## src/rtl/kawiarka_pkg.sv

```systemverilog
// Shared definitions for the coffee order controller and the brewer side.
// Holds the controller state encoding, the default cup price and the
// start/done handshake timing constants both ends of the link agree on.
package kawiarka_pkg;

  localparam logic [1:0] IDLE  = 2'b00;
  localparam logic [1:0] REQ   = 2'b01;
  localparam logic [1:0] GAP   = 2'b10;
  localparam logic [1:0] FAULT = 2'b11;

  typedef enum logic [1:0] {
    StIdle  = IDLE,
    StReq   = REQ,
    StGap   = GAP,
    StFault = FAULT
  } state_e;

  // Cost of one cup in coin units.
  localparam int unsigned DefaultPrice = 4;

  // Cycles the brewer may hold off brew_done before the initiator gives up.
  localparam int unsigned DefaultTimeout = 64;

  // Cycles brew_req stays low after a completion before the next launch
  // decision; the brewer needs this to fall back to its idle state.
  localparam int unsigned BrewGapCycles = 1;

endpackage

```

## src/rtl/licznik_kredytu.sv

```systemverilog
// Saturating coin credit counter.
// Ports:
//   clk, rst    - clock and synchronous active-high reset
//   inc_i       - add one coin unit this cycle
//   sub_i       - deduct PRICE this cycle (ignored when credit < PRICE)
//   credit_o    - registered credit, saturates at 2^CREDIT_W-1
//   ge_price_o  - registered credit is at least PRICE
module licznik_kredytu
  import kawiarka_pkg::*;
#(
  parameter int unsigned PRICE    = DefaultPrice,
  parameter int unsigned CREDIT_W = 4
) (
  input  logic                clk,
  input  logic                rst,
  input  logic                inc_i,
  input  logic                sub_i,
  output logic [CREDIT_W-1:0] credit_o,
  output logic                ge_price_o
);

  localparam logic [CREDIT_W:0] PriceW    = (CREDIT_W + 1)'(PRICE);
  localparam logic [CREDIT_W:0] CreditMax = {1'b0, {CREDIT_W{1'b1}}};

  logic [CREDIT_W-1:0] credit_q, credit_d;
  logic [CREDIT_W:0]   sum;

  assign ge_price_o = ({1'b0, credit_q} >= PriceW);

  // One extra bit of headroom so the coin can be added before deciding on
  // saturation; the final result is clamped, so a coin at full credit is lost.
  always_comb begin
    sum = {1'b0, credit_q} + {{CREDIT_W{1'b0}}, inc_i};
    if (sub_i && ge_price_o) begin
      sum = sum - PriceW;
    end
    if (sum > CreditMax) begin
      credit_d = CreditMax[CREDIT_W-1:0];
    end else begin
      credit_d = sum[CREDIT_W-1:0];
    end
  end

  always_ff @(posedge clk) begin
    if (rst) begin
      credit_q <= '0;
    end else begin
      credit_q <= credit_d;
    end
  end

  assign credit_o = credit_q;

endmodule

```

## src/rtl/zamawianie_kawy.sv

```systemverilog
// Coffee order controller: initiator side of the brewer start/done handshake.
// Accumulates coin credit, accepts paid cup orders into a small queue and
// launches one brew at a time, holding brew_req high for the whole brew.
// Ports:
//   clk, rst   - clock and synchronous active-high reset
//   coin       - one-cycle pulse, one coin unit inserted
//   order      - one-cycle pulse, cup button pressed
//   svc_clear  - service pulse, leaves the fault state
//   brew_done  - brewer completion pulse
//   brew_req   - start request to brewer (registered)
//   credit     - unspent credit (registered)
//   pending    - queued orders including the one brewing (registered)
//   busy       - brew in progress or in the post-brew gap
//   error      - sticky watchdog fault flag (registered)
module zamawianie_kawy
  import kawiarka_pkg::*;
#(
  parameter int unsigned PRICE     = DefaultPrice,
  parameter int unsigned CREDIT_W  = 4,
  parameter int unsigned MAX_QUEUE = 3,
  parameter int unsigned TIMEOUT   = DefaultTimeout,
  parameter int unsigned TO_W      = 7
) (
  input  logic                clk,
  input  logic                rst,
  input  logic                coin,
  input  logic                order,
  input  logic                svc_clear,
  input  logic                brew_done,
  output logic                brew_req,
  output logic [CREDIT_W-1:0] credit,
  output logic [1:0]          pending,
  output logic                busy,
  output logic                error
);

  localparam logic [1:0]      MaxQueue = 2'(MAX_QUEUE);
  localparam logic [TO_W-1:0] WdLast   = TO_W'(TIMEOUT - 1);

  state_e          state_q, state_d;
  logic [1:0]      pending_q, pending_d;
  logic [TO_W-1:0] wd_q, wd_d;
  logic            brew_req_q, brew_req_d;
  logic            error_q, error_d;

  logic accepted;
  logic completed;
  logic ge_price;

  // Acceptance looks only at registered credit, so a same-cycle coin cannot
  // pay for the order it arrives with.
  assign accepted = order && ge_price && (pending_q < MaxQueue) && (state_q != StFault);

  licznik_kredytu #(
    .PRICE    (PRICE),
    .CREDIT_W (CREDIT_W)
  ) u_licznik_kredytu (
    .clk        (clk),
    .rst        (rst),
    .inc_i      (coin),
    .sub_i      (accepted),
    .credit_o   (credit),
    .ge_price_o (ge_price)
  );

  always_comb begin
    state_d   = state_q;
    wd_d      = wd_q;
    completed = 1'b0;

    case (state_q)
      StIdle: begin
        if (pending_q != 2'd0) begin
          state_d = StReq;
          wd_d    = '0;
        end
      end
      StReq: begin
        wd_d = wd_q + 1'b1;
        // Completion wins over a timeout landing in the same cycle.
        if (brew_done) begin
          completed = 1'b1;
          state_d   = StGap;
        end else if (wd_q == WdLast) begin
          state_d = StFault;
        end
      end
      StGap: begin
        state_d = StIdle;
      end
      StFault: begin
        if (svc_clear) begin
          state_d = StIdle;
        end
      end
      default: begin
        state_d = StIdle;
      end
    endcase

    case ({accepted, completed})
      2'b10:   pending_d = pending_q + 2'd1;
      2'b01:   pending_d = pending_q - 2'd1;
      default: pending_d = pending_q;
    endcase
    // A stalled brewer loses the whole queue; credit is left untouched.
    if (state_d == StFault) begin
      pending_d = 2'd0;
    end

    brew_req_d = (state_d == StReq);
    error_d    = (state_d == StFault);
  end

  always_ff @(posedge clk) begin
    if (rst) begin
      state_q    <= StIdle;
      pending_q  <= 2'd0;
      wd_q       <= '0;
      brew_req_q <= 1'b0;
      error_q    <= 1'b0;
    end else begin
      state_q    <= state_d;
      pending_q  <= pending_d;
      wd_q       <= wd_d;
      brew_req_q <= brew_req_d;
      error_q    <= error_d;
    end
  end

  assign brew_req = brew_req_q;
  assign pending  = pending_q;
  assign error    = error_q;
  assign busy     = (state_q == StReq) || (state_q == StGap);

endmodule

```

## config.mk

```make
export PLATFORM = sky130hd
export DESIGN_NAME = zamawianie_kawy
export DESIGN_NICKNAME = d
export VERILOG_FILES = /design/src/rtl/kawiarka_pkg.sv /design/src/rtl/licznik_kredytu.sv /design/src/rtl/zamawianie_kawy.sv
export SDC_FILE = /design/constraint.sdc
export NUM_CORES = 1
export LEC_CHECK = 0
export CAP_MARGIN = 5
export CORE_ASPECT_RATIO = 0.7
export CORE_MARGIN = 8
export CORE_UTILIZATION = 34
export DETAILED_ROUTE_END_ITERATION = 12
export DONT_BUFFER_PORTS = 1
export PLACE_DENSITY = 0.56
export RECOVER_POWER = 100
export SKIP_CTS_REPAIR_TIMING = 1
export SLEW_MARGIN = 30
export SYNTH_ARGS = -nofsm -noshare
export SYNTH_HDL_FRONTEND = slang
export SYNTH_HIERARCHICAL = 1
export SYNTH_SLANG_ARGS = --single-unit
```

## constraint.sdc

```tcl
create_clock -name clk -period 2 [get_ports clk]
set_input_delay 0.2 -clock clk [delete_from_list [all_inputs] [get_ports clk]]
set_output_delay 0.2 -clock clk [all_outputs]
set_load 0.005 [all_outputs]
```

==> flow_summary.rst, run 1 <==
.. list-table::
   :header-rows: 1

   * - Metric
     - Value
   * - Library cell with the largest summed area after synthesis
     - sky130_fd_sc_hd__dfxtp_1
   * - FP Rows
     - 16
   * - Largest net degree at the start of global routing
     - 13
   * - Most frequent cells after synthesis
     - sky130_fd_sc_hd__dfxtp_1, sky130_fd_sc_hd__nor2_1, sky130_fd_sc_hd__nand2_1
   * - Total global-route track usage
     - 8.708%
   * - Critical register-to-register path endpoint
     - u_licznik_kredytu/credit_o[2]
   * - Syn avg cell area
     - around 9 µm²
   * - WL/cell
     - 13.10 µm
   * - Number of synthesized flops with an enable pin
     - 0
   * - Total cell area at the placement stage
     - 1057 µm²
   * - Path type of the worst setup path
     - flop to flop
   * - Maximum Capacitance Violations
     - 0
   * - Stage delay of the slowest cell on the critical path
     - approximately 0.33 ns
   * - Die Y-Extent
     - between 60 and 70 µm
   * - Area of the die
     - 4907 µm²
   * - Flop pwr share
     - between 40% and 50%
   * - Vias in the first global route
     - between 700 and 800
   * - Cell breakdown of the critical path
     - ha_1 -> ha_1 -> xnor2_1 -> ha_1 -> nand2_1 -> mux2i_1 -> a22oi_2 -> a21oi_1
   * - Master of the slowest instance on the critical path
     - sky130_fd_sc_hd__dfxtp_1
   * - Cell seen most often among critical-path stages
     - sky130_fd_sc_hd__ha_1
   * - Largest cells by area after synthesis
     - sky130_fd_sc_hd__dfxtp_1, sky130_fd_sc_hd__ha_1, sky130_fd_sc_hd__xnor2_1, sky130_fd_sc_hd__nor2_1, sky130_fd_sc_hd__nand2_1
   * - Clock network latency to the later pin of the worst-skew pair
     - 0.25 ns
   * - Share of the clock period used by the worst path
     - between 90 and 100%
   * - Boundary pin count
     - 15
   * - Cells after DPL
     - 150
   * - First element of the critical path
     - u_licznik_kredytu/credit_o[0]
   * - Number of nets at the end of the flow
     - between 100 and 150
   * - Die width
     - 80.37 µm
   * - Post-Route Setup TNS
     - 0 ns
   * - Peak fanout along the critical path
     - 4
   * - Worst slew margin
     - 61.31%
   * - Global Route met1 Usage
     - 9.966%
   * - Count of state elements after synthesis
     - 17
   * - Sink count of the clock tree
     - 17
   * - Clock Pin Slew Worst Setup and Hold Paths
     - 0.07 ns
   * - Origin of the critical flop-to-flop path
     - u_licznik_kredytu/credit_o[0]
   * - Fin crit period
     - 1.853 ns
   * - Maximum clock frequency
     - 0.5398 GHz
   * - Gr busiest metal
     - met2
   * - Status
     - finished, final reports clean
   * - CTS tree
     - built
   * - P_sw
     - 0.3588 mW
   * - Total of fill cells in the finished design
     - a little under 300
   * - Internal Power
     - between 0.6 and 0.7 mW
   * - Starting Density
     - 35.43%
   * - Hold Crit Depth
     - 1
   * - Number of library cell types mapped by synthesis
     - 39
   * - Proportion of layout cells with a drive suffix above 1
     - 13.45%
   * - Routed vias
     - 806
   * - Arrival time worst endpoint
     - 1.99 ns
   * - Wire length of the first global-routing pass
     - 3284 µm
   * - Hold path start
     - rst
   * - Footprint of the flip-flops and latches
     - 340.3 µm²
   * - Critical path required time
     - 2.14 ns
   * - Endpoint of the worst hold-timing path
     - wd_q[6]
   * - Fraction of power spent switching nets
     - 36.42%
   * - Power density normalized to cell area
     - 892.8 nW/µm²
   * - Met2 usage
     - 14.24%
   * - Antenna diode count
     - 0
   * - Clk network pwr share
     - 26.3%
   * - Sum of net half-perimeters after detailed placement
     - roughly 1500 µm
   * - Worst-case vdd ir drop
     - ~310 µV
   * - Comb power frac
     - between 30% and 40%
   * - Count of TritonRoute iterations in the first routing pass
     - 4
   * - Clock Tree Buf Depth
     - 2
   * - Number of antenna violations at the first check in global routing
     - 0
   * - Leakage Power
     - 0.4201 nW
   * - Cell with the most instances after synthesis
     - sky130_fd_sc_hd__dfxtp_1
   * - Endpoint type of the worst setup path
     - flop
   * - Root Buffer
     - sky130_fd_sc_hd__clkbuf_8
   * - Area share of the largest cell type after synthesis
     - 34.52%
   * - Hold Vio Cnt, Final
     - 0
   * - Setup slack, reg-to-reg
     - 0.15 ns
   * - Share of async-settable or async-resettable flops after synthesis
     - 0%
   * - Weighted congestion reported at the end of routability-driven placement
     - between 0.8 and 0.9
   * - Class of the worst hold path
     - input pin to flop
   * - Area of the core
     - 2783 µm²
   * - M3 GR Usage
     - under 10%
   * - Number of warnings reported in the yosys synthesis log
     - 6
   * - Gate Count Post-Synth
     - 111
   * - Final Slew Violations
     - 0
   * - PortBufs
     - 0
   * - # setup viols final
     - 0
   * - Setup repair after global routing missed its margin
     - no
   * - Inserted Clock Buffers
     - 3
   * - Transition time at the pin with the least slew margin
     - 0.5792 ns
   * - DRC violations left
     - 0
   * - Remaining antenna violation count after routing
     - 0
   * - Synth Net Count
     - around 130
   * - Number of H-tree levels
     - 1
   * - Worst-case clock skew
     - between 0.0015 and 0.002 ns
   * - Most frequently used flop master after synthesis
     - sky130_fd_sc_hd__dfxtp_1
   * - Vias per std cell
     - approximately 5.2
   * - Portion of the post-synthesis area used by sequential elements
     - about a third
   * - Area of combinational cells with multiple inputs
     - 605.6 µm²
   * - Drt total wl
     - 2030 µm
   * - Area growth syn-to-layout
     - 11.93%
   * - Final Non-Filler Cells
     - 155
   * - GR Overflow Total
     - 0
   * - Startpoint type of the worst setup path
     - flop
   * - Final instance area
     - 1104 µm²
   * - Mapped cell area
     - 985.9 µm²
   * - Path depth of the worst reg2reg path
     - 8
   * - Drt initial violations
     - 22
==> area by class of cell <==
cell class | count | area share, %
inverter | 8 | 2.721
timing repair buffer | 6 | 3.288
clock buffer | 3 | 3.741
sequential | 17 | 30.84
tap | 36 | 4.082
clock inverter | 1 | 0.4535
multi-input combinational | 84 | 54.88
==> stage by stage <==
step	util (%)	hold slack [ns]	setup WS (ns)	total power, mW
2_1_floorplan	-	0.2624	0.1579	0.6642
3_3_place_gp	37.99	0.2688	0.1093	0.7309
3_5_place_dp	37.99	0.2669	0.05313	0.7313
4_1_cts	39.66	-0.007550	0.03892	0.9987
5_1_grt	39.66	0.001669	0.002945	1.061
6_report	39.66	0.007824	0.1474	0.9853
==> routing by layer <==
layer / vias to the layer above / wire (µm)
met2: 15 / 954
met1: 384 / 943
li1: 403 / -
met4: 0 / 35
met3: 4 / 96
met5: - / 0
==> how the worst max path moves through the flow <==
stage / depth (start not counted) / end / slack [ns]
after floorplan: 8 / u_licznik_kredytu/credit_o[0] / 0.16
after global placement: 8 / u_licznik_kredytu/credit_o[0] / 0.11
after detailed placement: 8 / u_licznik_kredytu/credit_o[0] / 0.05
after CTS: 8 / u_licznik_kredytu/credit_o[0] / 0.04
after global routing: 8 / u_licznik_kredytu/credit_o[0] / 0.003
final: 8 / u_licznik_kredytu/credit_o[2] / 0.15
==> worst max-delay path, delay by kind of cell, from the launching register on <==
| family | cells | cell delay, ns |
|---|---|---|
| compound gates | 2 | 0.36 |
| xor+xnor | 1 | 0.21 |
| fa+ha+maj | 3 | 0.60 |
| flops | 1 | 0.33 |
| mux | 1 | 0.14 |
| simple gates | 1 | 0.09 |
==> cell usage in the layout (no fill, tap or decap), types with 2 or more instances in the layout <==
| cell | Yosys | final |
|---|---|---|
| sky130_fd_sc_hd__buf_4 | 1 | 2 |
| sky130_fd_sc_hd__nor3b_1 | 2 | 2 |
| sky130_fd_sc_hd__clkbuf_8 | 0 | 3 |
| sky130_fd_sc_hd__a21oi_1 | 6 | 6 |
| sky130_fd_sc_hd__dfxtp_1 | 17 | 17 |
| sky130_fd_sc_hd__nor4_1 | 4 | 4 |
| sky130_fd_sc_hd__xnor2_1 | 8 | 8 |
| sky130_fd_sc_hd__nand2_1 | 10 | 10 |
| sky130_fd_sc_hd__nand3_2 | 2 | 2 |
| sky130_fd_sc_hd__nor4b_1 | 1 | 2 |
| sky130_fd_sc_hd__nor2b_1 | 3 | 3 |
| sky130_fd_sc_hd__or2_2 | 2 | 2 |
| sky130_fd_sc_hd__inv_1 | 8 | 8 |
| sky130_fd_sc_hd__clkbuf_1 | 0 | 3 |
| sky130_fd_sc_hd__nor2_1 | 11 | 11 |
| sky130_fd_sc_hd__ha_1 | 8 | 7 |
| sky130_fd_sc_hd__xor2_1 | 2 | 2 |
| sky130_fd_sc_hd__o21ai_0 | 3 | 3 |
==> registers in the layout, indices dropped and copies added (netlist names) <==
| name | count |
|---|---|
| error | 1 |
| pending | 2 |
| wd_q | 7 |
| brew_req | 1 |
| state_q | 2 |
| u_licznik_kredytu/credit_o | 4 |
==> kinds of logic (layout without fill, tap and decap cells) <==
| family | Yosys count | in the layout | share of synthesized area [%] |
|---|---|---|---|
| AOI/OAI and AO/OA | 20 | 20 | 13.71 |
| DFF | 17 | 17 | 34.52 |
| muxes | 2 | 2 | 2.538 |
| xor gates and xnor gates | 10 | 10 | 8.884 |
| and+or+nand+nor | 44 | 44 | 26.02 |
| adders and majority gates | 8 | 8 | 10.15 |
| buffers and inverters | 10 | 18 | 4.188 |
==> power groups by stage <==
stage | Clock, mW | Combinational, mW | Sequential [mW]
6_report | 0.260 | 0.319 | 0.406
4_1_cts | 0.267 | 0.326 | 0.406
5_1_grt | 0.285 | 0.365 | 0.412
2_1_floorplan | 0 | 0.250 | 0.414
3_3_place_gp | 0 | 0.317 | 0.414
3_5_place_dp | 0 | 0.317 | 0.414
Note: power is estimated with default switching activity, not from simulation.
==> run 2: changes to the inputs <==
SLEW_MARGIN = 20   (was 30)
SYNTH_HIERARCHICAL = unset   (was 1)
==> run 2 against run 1 <==
Synthesized area down 3.0%. Sequential share of layout area rose by 1.7 points. Sequential cell count stayed put. Final cell count decreased by 7.7%. Highest routed layer unchanged. Critical path type unchanged. Critical path depth decreased by 1.
==> flow_summary.rst, run 2 <==
.. list-table::
   :header-rows: 1

   * - Metric
     - Value
   * - Largest cells by area after synthesis
     - sky130_fd_sc_hd__dfxtp_1, sky130_fd_sc_hd__ha_1, sky130_fd_sc_hd__xnor2_1, sky130_fd_sc_hd__nor2_1, sky130_fd_sc_hd__a21oi_1
   * - Cell family with the largest share of critical-path delay
     - simple AND/OR/NAND/NOR gates
   * - Sink count of the clock tree
     - 17 (unchanged)
   * - Origin of the critical flop-to-flop path
     - state_q[0]
   * - DRC violations left
     - 0 (unchanged)
   * - Endpoint of the worst hold-timing path
     - u_licznik_kredytu.credit_o[1]
   * - Final WS setup
     - 0.1781 ns (+0.03073 ns)
   * - Hold path start
     - rst
   * - WL/cell
     - 13.56 µm (+3.5%)
   * - Final standard cell utilization of the core
     - 38.28% (-1.4 points)
   * - Area growth syn-to-layout
     - 9.817%
   * - # setup viols final
     - 0 (unchanged)
   * - Top library cells by usage in the layout, fill and taps aside
     - sky130_fd_sc_hd__dfxtp_1, sky130_fd_sc_hd__nor2_1, sky130_fd_sc_hd__xnor2_1
   * - Weighted congestion reported at the end of routability-driven placement
     - 0.7780 (-3.4%)
   * - Setup repair after global routing missed its margin
     - no
   * - Sum of net half-perimeters after detailed placement
     - 1401 µm (-6.5%)
   * - Proportion of layout cells with a drive suffix above 1
     - 14.02% (+0.57 points)
   * - Die Y-Extent
     - 60.37 µm (-1.1%)
   * - Power density normalized to cell area
     - 1192 nW/µm² (+34%)
   * - Status
     - finished, final reports clean
   * - Post-Route Setup TNS
     - 0 ns (unchanged)
   * - Number of nets at the end of the flow
     - 122 (-9.0%)
   * - M3 GR Usage
     - 5.030% (+1.7 points)
   * - Final Slew Violations
     - 0 (unchanged)
   * - Cell with the most instances after synthesis
     - sky130_fd_sc_hd__dfxtp_1
   * - FP Rows
     - 16 (unchanged)
   * - Cell breakdown of the critical path
     - inv_1 -> ha_1 -> nor3b_1 -> buf_4 -> nor4_1 -> xnor2_1 -> nor2_1
   * - Count of state elements after synthesis
     - 17 (unchanged)
   * - Share of the clock period used by the worst path
     - 91.09% (-1.5 points)
   * - Transition time at the pin with the least slew margin
     - 0.4173 ns (-0.1619 ns)
   * - Clock Tree Buf Depth
     - 2 (unchanged)
   * - Maximum clock frequency
     - 0.5489 GHz (+1.7%)
   * - Met2 usage
     - 12.49% (-1.8 points)
   * - Most common cell after layout, fill and taps aside
     - sky130_fd_sc_hd__dfxtp_1
   * - Clock network latency to the later pin of the worst-skew pair
     - 0.25 ns (about the same)
   * - Critical register-to-register path endpoint
     - wd_q[5]
   * - Drt initial violations
     - 51 (+130%)
   * - Fin crit period
     - 1.822 ns (-0.03073 ns)
   * - Most frequent cells after synthesis
     - sky130_fd_sc_hd__dfxtp_1, sky130_fd_sc_hd__nor2_1, sky130_fd_sc_hd__xnor2_1
   * - Path type of the worst setup path
     - flop to flop
   * - Routed vias
     - 707 (-12%)
   * - Hold Crit Depth
     - 1 (unchanged)
   * - Remaining antenna violation count after routing
     - 0 (unchanged)
   * - Wire length of the first global-routing pass
     - 3208 µm (-2.3%)
   * - Class of the worst hold path
     - input pin to flop
   * - Arrival time worst endpoint
     - 1.97 ns (-0.02 ns)
   * - Number of synthesized flops with an enable pin
     - 0 (unchanged)
   * - Vias per std cell
     - 4.944 (-4.9%)
   * - Number of H-tree levels
     - 1 (unchanged)
   * - Number of warnings reported in the yosys synthesis log
     - 0 (-6)
   * - Place WS
     - 0.1295 ns (+0.07635 ns)
   * - Worst-case vdd ir drop
     - 387.9 µV (+25%)
   * - Setup slack, reg-to-reg
     - 0.18 ns (+0.03 ns)
   * - Count of TritonRoute iterations in the first routing pass
     - 4 (unchanged)
   * - Antenna diode count
     - 0 (unchanged)
   * - Area of the die
     - 4791 µm² (-2.3%)
   * - Syn avg cell area
     - 9.372 µm² (+5.5%)
   * - Clock Pin Slew Worst Setup and Hold Paths
     - 0.07 ns (about the same)
   * - WP buf/inv
     - 2 (+2)
   * - Number of library cell types mapped by synthesis
     - 34 (-13%)
   * - Critical Path Stages
     - 7 (-1)
   * - Path depth of the worst reg2reg path
     - 7 (-1)
   * - Global Route met1 Usage
     - 10.40% (+0.44 points)
   * - Stage delay of the slowest cell on the critical path
     - 0.38 ns (+0.05 ns)
   * - Leakage Power
     - 0.3876 nW (-7.7%)
   * - Master of the slowest instance on the critical path
     - sky130_fd_sc_hd__dfxtp_1
   * - Final instance area
     - 1050 µm² (-4.9%)
   * - Drt total wl
     - 1939 µm (-4.5%)
   * - Gate Count Post-Synth
     - 102 (-8.1%)
   * - Portion of the post-synthesis area used by sequential elements
     - 35.60% (+1.1 points)
   * - Total cell area at the placement stage
     - 997.2 µm² (-5.7%)
   * - Total global-route track usage
     - 8.649% (-0.059 points)
   * - Inserted Clock Buffers
     - 3 (unchanged)
   * - Most flops, register
     - wd_q
   * - PortBufs
     - 0 (unchanged)
   * - Area share of the largest cell type after synthesis
     - 35.60% (+1.1 points)
   * - Critical path required time
     - 2.15 ns (about the same)
   * - Number of antenna violations at the first check in global routing
     - 0 (unchanged)
   * - Root Buffer
     - sky130_fd_sc_hd__clkbuf_8
   * - Peak fanout along the critical path
     - 11 (+7)
   * - Worst-case clock skew
     - 0.001323 ns (-0.0005288 ns)
   * - Share of async-settable or async-resettable flops after synthesis
     - 0% (unchanged)
   * - Area of the core
     - 2743 µm² (-1.4%)
   * - Hold Vio Cnt, Final
     - 0 (unchanged)
   * - Library cell with the largest summed area after synthesis
     - sky130_fd_sc_hd__dfxtp_1
   * - Maximum Capacitance Violations
     - 0 (unchanged)
   * - Die width
     - 79.38 µm (-1.2%)
   * - Largest net degree at the start of global routing
     - 12 (-1)
   * - Boundary pin count
     - 15 (unchanged)
   * - Worst slew margin
     - 71.95% (+11 points)
   * - CTS tree
     - built
   * - Max FFs per register
     - 7 (unchanged)
   * - Vias in the first global route
     - 711 (-0.70%)
   * - Gr busiest metal
     - met2
   * - Endpoint type of the worst setup path
     - flop
   * - Mapped cell area
     - 955.9 µm² (-3.0%)
   * - Most frequently used flop master after synthesis
     - sky130_fd_sc_hd__dfxtp_1
   * - Startpoint type of the worst setup path
     - flop
   * - GR Overflow Total
     - 0 (unchanged)
   * - Synth Net Count
     - 116 (-7.2%)
   * - Starting Density
     - 34.85% (-0.58 points)
run 2: cell types whose count changed after synthesis, sizes merged, moves of 2 or more:
| cell | change |
|---|---|
| inv | -2 |
| nand2 | -4 |
| nor4 | -2 |
| or2 | -3 |
| xnor2 | +2 |
run 2: per-layer routing:
metal | wire, µm | vias to the layer above
li1 | - | 371
met3 | 188 | 2
met4 | 13 | 0
met2 | 791 | 9
met1 | 945 | 325
met5 | 0 | -
run 2: layout make-up:
cell class / count / area (µm²)
Clock buffer: 4 / 45.04
Fill cell: 269 / 1693
Inverter: 6 / 22.52
Multi-Input combinational cell: 77 / 570.5
Sequential cell: 17 / 341.6
Tap cell: 36 / 45.04
Timing Repair Buffer: 3 / 25.02
run 2: stage by stage:
| stage | cells | total power, mW | hold WS (ns) |
|---|---|---|---|
| floorplan | 102 | 0.8725 | 0.3967 |
| global placement | 138 | 0.9831 | 0.2717 |
| detailed placement | 138 | 0.9905 | 0.2734 |
| CTS | 142 | 1.260 | 0.003277 |
| global route | 143 | 1.351 | 0.001809 |
| finish | 143 | 1.251 | 0.007325 |
run 2: power by group:
| part | total [mW] | internal, mW | switching, mW |
|---|---|---|---|
| Sequential | 0.499 | 0.406 | 0.0929 |
| Combinational | 0.489 | 0.220 | 0.270 |
| Clock | 0.263 | 0.141 | 0.121 |
| Total | 1.25 | 0.767 | 0.484 |
run 2: logic make-up after synthesis:
group	count (synthesis)	share of synthesized area (%)
simple gates	39	24.61
compound gates	17	12.83
flops	17	35.60
xor+xnor	12	10.99
buf+inv	8	4.318
fa+ha+maj	8	10.47
mux	1	1.178
run 2: worst max path at each step:
| stage | from | end | slack [ns] |
|---|---|---|---|
| 6_report | state_q[0] | wd_q[5] | 0.18 |
| 5_1_grt | state_q[0] | pending[1] | 0.02 |
| 4_1_cts | u_licznik_kredytu.credit_o[0] | u_licznik_kredytu.credit_o[0] | 0.12 |
| 3_5_place_dp | u_licznik_kredytu.credit_o[0] | u_licznik_kredytu.credit_o[0] | 0.13 |
| 3_3_place_gp | u_licznik_kredytu.credit_o[0] | u_licznik_kredytu.credit_o[2] | 0.13 |
| 2_1_floorplan | u_licznik_kredytu.credit_o[0] | u_licznik_kredytu.credit_o[0] | 0.32 |
==> run 3: changes to the inputs <==
ABC_AREA = 1   (was unset)
==> run 3 against run 2 <==
Power decreased by 4.6%. Utilization is 0.59 points lower. Die area decreased by 0.70%. Via count up 10%. Sequential share of layout area rose by 0.63 points. Final cell count grew 18%. Hold slack better by 0.0031 ns. Fmax up 1.2%. Global-route usage down 0.15 points. Critical endpoint is now pending[1].
==> flow_summary.rst, run 3 <==
.. list-table::
   :header-rows: 1

   * - Metric
     - Value
   * - Count of state elements after synthesis
     - 17 (unchanged)
   * - Origin of the critical flop-to-flop path
     - state_q[0]
   * - Setup repair after global routing missed its margin
     - no
   * - Share of async-settable or async-resettable flops after synthesis
     - 0% (unchanged)
   * - Final standard cell utilization of the core
     - 37.68% (-0.59 points)
   * - Most common cell after layout, fill and taps aside
     - sky130_fd_sc_hd__nand2_1
   * - Number of nets at the end of the flow
     - 148 (+21%)
   * - Power density normalized to cell area
     - 1163 nW/µm² (-2.4%)
   * - Class of the worst hold path
     - input pin to flop
   * - Leakage Power
     - 0.4659 nW (+20%)
   * - FP Rows
     - 16 (unchanged)
   * - Maximum Capacitance Violations
     - 0 (unchanged)
   * - DRC violations left
     - 0 (unchanged)
   * - Maximum clock frequency
     - 0.5557 GHz (+1.2%)
   * - WL/cell
     - 11.18 µm (-18%)
   * - Die width
     - 79.09 µm (-0.37%)
   * - Endpoint type of the worst setup path
     - flop
   * - Stage delay of the slowest cell on the critical path
     - 0.36 ns (-0.02 ns)
   * - Antenna diode count
     - 0 (unchanged)
   * - Area of the core
     - 2723 µm² (-0.73%)
   * - Clock Tree Buf Depth
     - 2 (unchanged)
   * - Total global-route track usage
     - 8.500% (-0.15 points)
   * - Critical register-to-register path endpoint
     - pending[1]
   * - Die Y-Extent
     - 60.16 µm (-0.34%)
   * - Critical path required time
     - 2.19 ns (+0.04 ns)
   * - Post-Route Setup TNS
     - 0 ns (unchanged)
   * - Startpoint type of the worst setup path
     - flop
   * - Area share of the largest cell type after synthesis
     - 35.93% (+0.33 points)
   * - Hold Vio Cnt, Final
     - 0 (unchanged)
   * - Routed vias
     - 779 (+10%)
   * - # setup viols final
     - 0 (unchanged)
   * - Most frequent cells after synthesis
     - sky130_fd_sc_hd__nand2_1, sky130_fd_sc_hd__inv_1, sky130_fd_sc_hd__nor2_1
   * - Arrival time worst endpoint
     - 1.99 ns (+0.02 ns)
   * - Number of synthesized flops with an enable pin
     - 0 (unchanged)
   * - Weighted congestion reported at the end of routability-driven placement
     - 0.7582 (-2.5%)
   * - Final Slew Violations
     - 0 (unchanged)
   * - Hold path start
     - rst
   * - Status
     - finished, final reports clean
   * - Worst Hold Margin
     - 0.01044 ns (+0.003114 ns)
   * - Most flops, register
     - wd_q
   * - Fin crit period
     - 1.800 ns (-0.02220 ns)
   * - Clock Pin Slew Worst Setup and Hold Paths
     - 0.07 ns (about the same)
   * - Most frequently used flop master after synthesis
     - sky130_fd_sc_hd__dfxtp_1
   * - Met2 usage
     - 12.02% (-0.47 points)
   * - Mapped cell area
     - 947.2 µm² (-0.92%)
   * - Vias per std cell
     - 4.609 (-6.8%)
   * - M3 GR Usage
     - 4.054% (-0.98 points)
   * - Area growth syn-to-layout
     - 8.322%
   * - Number of antenna violations at the first check in global routing
     - 0 (unchanged)
   * - Share of the clock period used by the worst path
     - 89.98% (-1.1 points)
   * - Largest cells by area after synthesis
     - sky130_fd_sc_hd__dfxtp_1, sky130_fd_sc_hd__ha_1, sky130_fd_sc_hd__nand2_1, sky130_fd_sc_hd__inv_1, sky130_fd_sc_hd__nor2_1
   * - Worst slew margin
     - 71.48% (-0.46 points)
   * - Area of the die
     - 4758 µm² (-0.70%)
   * - Master of the slowest instance on the critical path
     - sky130_fd_sc_hd__dfxtp_1
   * - Inserted Clock Buffers
     - 3 (unchanged)
   * - PortBufs
     - 0 (unchanged)
   * - Drt initial violations
     - 52 (+2.0%)
   * - Sink count of the clock tree
     - 17 (unchanged)
   * - CTS tree
     - built
   * - Wire length of the first global-routing pass
     - 3160 µm (-1.5%)
   * - Setup slack, reg-to-reg
     - 0.20 ns (+0.02 ns)
   * - WP buf/inv
     - 0 (-2)
   * - Largest net degree at the start of global routing
     - 12 (unchanged)
   * - GR Overflow Total
     - 0 (unchanged)
   * - Path type of the worst setup path
     - flop to flop
   * - Gr busiest metal
     - met2
   * - Synth Net Count
     - 143 (+23%)
   * - Gate Count Post-Synth
     - 129 (+26%)
   * - Top library cells by usage in the layout, fill and taps aside
     - sky130_fd_sc_hd__nand2_1, sky130_fd_sc_hd__nor2_1, sky130_fd_sc_hd__inv_1
   * - Transition time at the pin with the least slew margin
     - 0.4233 ns (+0.006046 ns)
   * - Number of H-tree levels
     - 1 (unchanged)
   * - Cell with the most instances after synthesis
     - sky130_fd_sc_hd__nand2_1
   * - Boundary pin count
     - 15 (unchanged)
   * - Vias in the first global route
     - 702 (-1.3%)
   * - Cell breakdown of the critical path
     - ha_1 -> nor2_1 -> nand3_1 -> ha_1 -> a21oi_1 -> o21ai_0 -> xor2_1 -> nor2_1
   * - Path depth of the worst reg2reg path
     - 8 (+1)
   * - Clock network latency to the later pin of the worst-skew pair
     - 0.25 ns (about the same)
   * - Portion of the post-synthesis area used by sequential elements
     - 35.93% (+0.33 points)
   * - Remaining antenna violation count after routing
     - 0 (unchanged)
   * - Number of library cell types mapped by synthesis
     - 21 (-38%)
   * - Sum of net half-perimeters after detailed placement
     - 1505 µm (+7.4%)
   * - Hold Crit Depth
     - 1 (unchanged)
   * - Max FFs per register
     - 7 (unchanged)
   * - Global Route met1 Usage
     - 10.79% (+0.38 points)
   * - Number of warnings reported in the yosys synthesis log
     - 0 (unchanged)
   * - Worst-case vdd ir drop
     - 324.4 µV (-16%)
   * - Worst-case clock skew
     - 0.004023 ns (+0.002701 ns)
   * - Library cell with the largest summed area after synthesis
     - sky130_fd_sc_hd__dfxtp_1
   * - Syn avg cell area
     - 7.342 µm² (-22%)
   * - Cell family with the largest share of critical-path delay
     - adder cells
   * - Final Power
     - 1.194 mW (-4.6%)
   * - Endpoint of the worst hold-timing path
     - error
   * - Drt total wl
     - 1890 µm (-2.5%)
   * - Proportion of layout cells with a drive suffix above 1
     - 6.767% (-7.3 points)
   * - Starting Density
     - 34.79% (-0.065 points)
   * - Root Buffer
     - sky130_fd_sc_hd__clkbuf_8
   * - Count of TritonRoute iterations in the first routing pass
     - 4 (unchanged)
   * - Peak fanout along the critical path
     - 5 (-6)
-- run 3: changes by cell type after synthesis, sizes merged, moves of 8 or more --
cell / delta
inv: +14
xnor2: -8
nor2: +9
nand2: +19
-- run 3: worst max-delay path by stage --
| stage | from | to | slack [ns] | depth (start not counted) |
|---|---|---|---|---|
| global placement | state_q[0] | pending[1] | 0.25 | 8 |
| global route | u_licznik_kredytu.credit_o[0] | u_licznik_kredytu.credit_o[3] | 0.02 | 8 |
| finish | state_q[0] | pending[1] | 0.20 | 8 |
| floorplan | state_q[0] | pending[1] | 0.38 | 8 |
| CTS | state_q[0] | pending[1] | 0.18 | 8 |
| detailed placement | u_licznik_kredytu.credit_o[0] | u_licznik_kredytu.credit_o[2] | 0.21 | 8 |
-- run 3: routing by layer --
| layer | vias to the layer above | wire (µm) |
|---|---|---|
| met1 | 341 | 944 |
| met4 | 0 | 25 |
| met5 | - | 0 |
| met2 | 22 | 757 |
| met3 | 2 | 162 |
| li1 | 414 | - |
-- run 3: report_power, final --
part	switching, mW	total, mW	internal, mW	leakage (nW)
Sequential	0.0862	0.495	0.409	0.139
Clock	0.125	0.265	0.140	0.0217
Combinational	0.264	0.433	0.169	0.306
-- run 3: worst register-to-register path, stage by stage, from the launching register on --
cell                      delay, ns
sky130_fd_sc_hd__dfxtp_1       0.36
sky130_fd_sc_hd__ha_1          0.23
sky130_fd_sc_hd__nor2_1        0.14
sky130_fd_sc_hd__nand3_1       0.17
sky130_fd_sc_hd__ha_1          0.36
sky130_fd_sc_hd__a21oi_1       0.12
sky130_fd_sc_hd__o21ai_0       0.10
sky130_fd_sc_hd__xor2_1        0.16
sky130_fd_sc_hd__nor2_1        0.11
-- run 3: kinds of logic (layout without fill, tap and decap cells) --
family	Yosys count	after routing	synth area share (%)
AND/OR/NAND/NOR	58	58	27.87
adder cells (fa/ha/maj)	8	8	10.57
flip-flops	17	17	35.93
XOR/XNOR	7	7	6.473
AO/OA/AOI/OAI	17	17	10.30
buffers and inverters	22	26	8.850
-- run 3: layout make-up --
class / count / area [µm²]
Tap cell: 36 / 45.04
Clock inverter: 1 / 7.507
Multi-Input combinational cell: 90 / 496.7
Timing Repair Buffer: 2 / 20.02
Clock buffer: 3 / 41.29
Sequential cell: 17 / 340.3
Inverter: 20 / 75.07
Fill cell: 290 / 1697
-- run 3: stage by stage --
stage	std cells	instance area (µm²)	setup slack (ns)
detailed placement	163	983.4	0.2131
global placement	163	983.4	0.2523
floorplan	129	947.2	0.3759
global route	169	1026	0.01694
finish	169	1026	0.2003
CTS	167	1032	0.1790
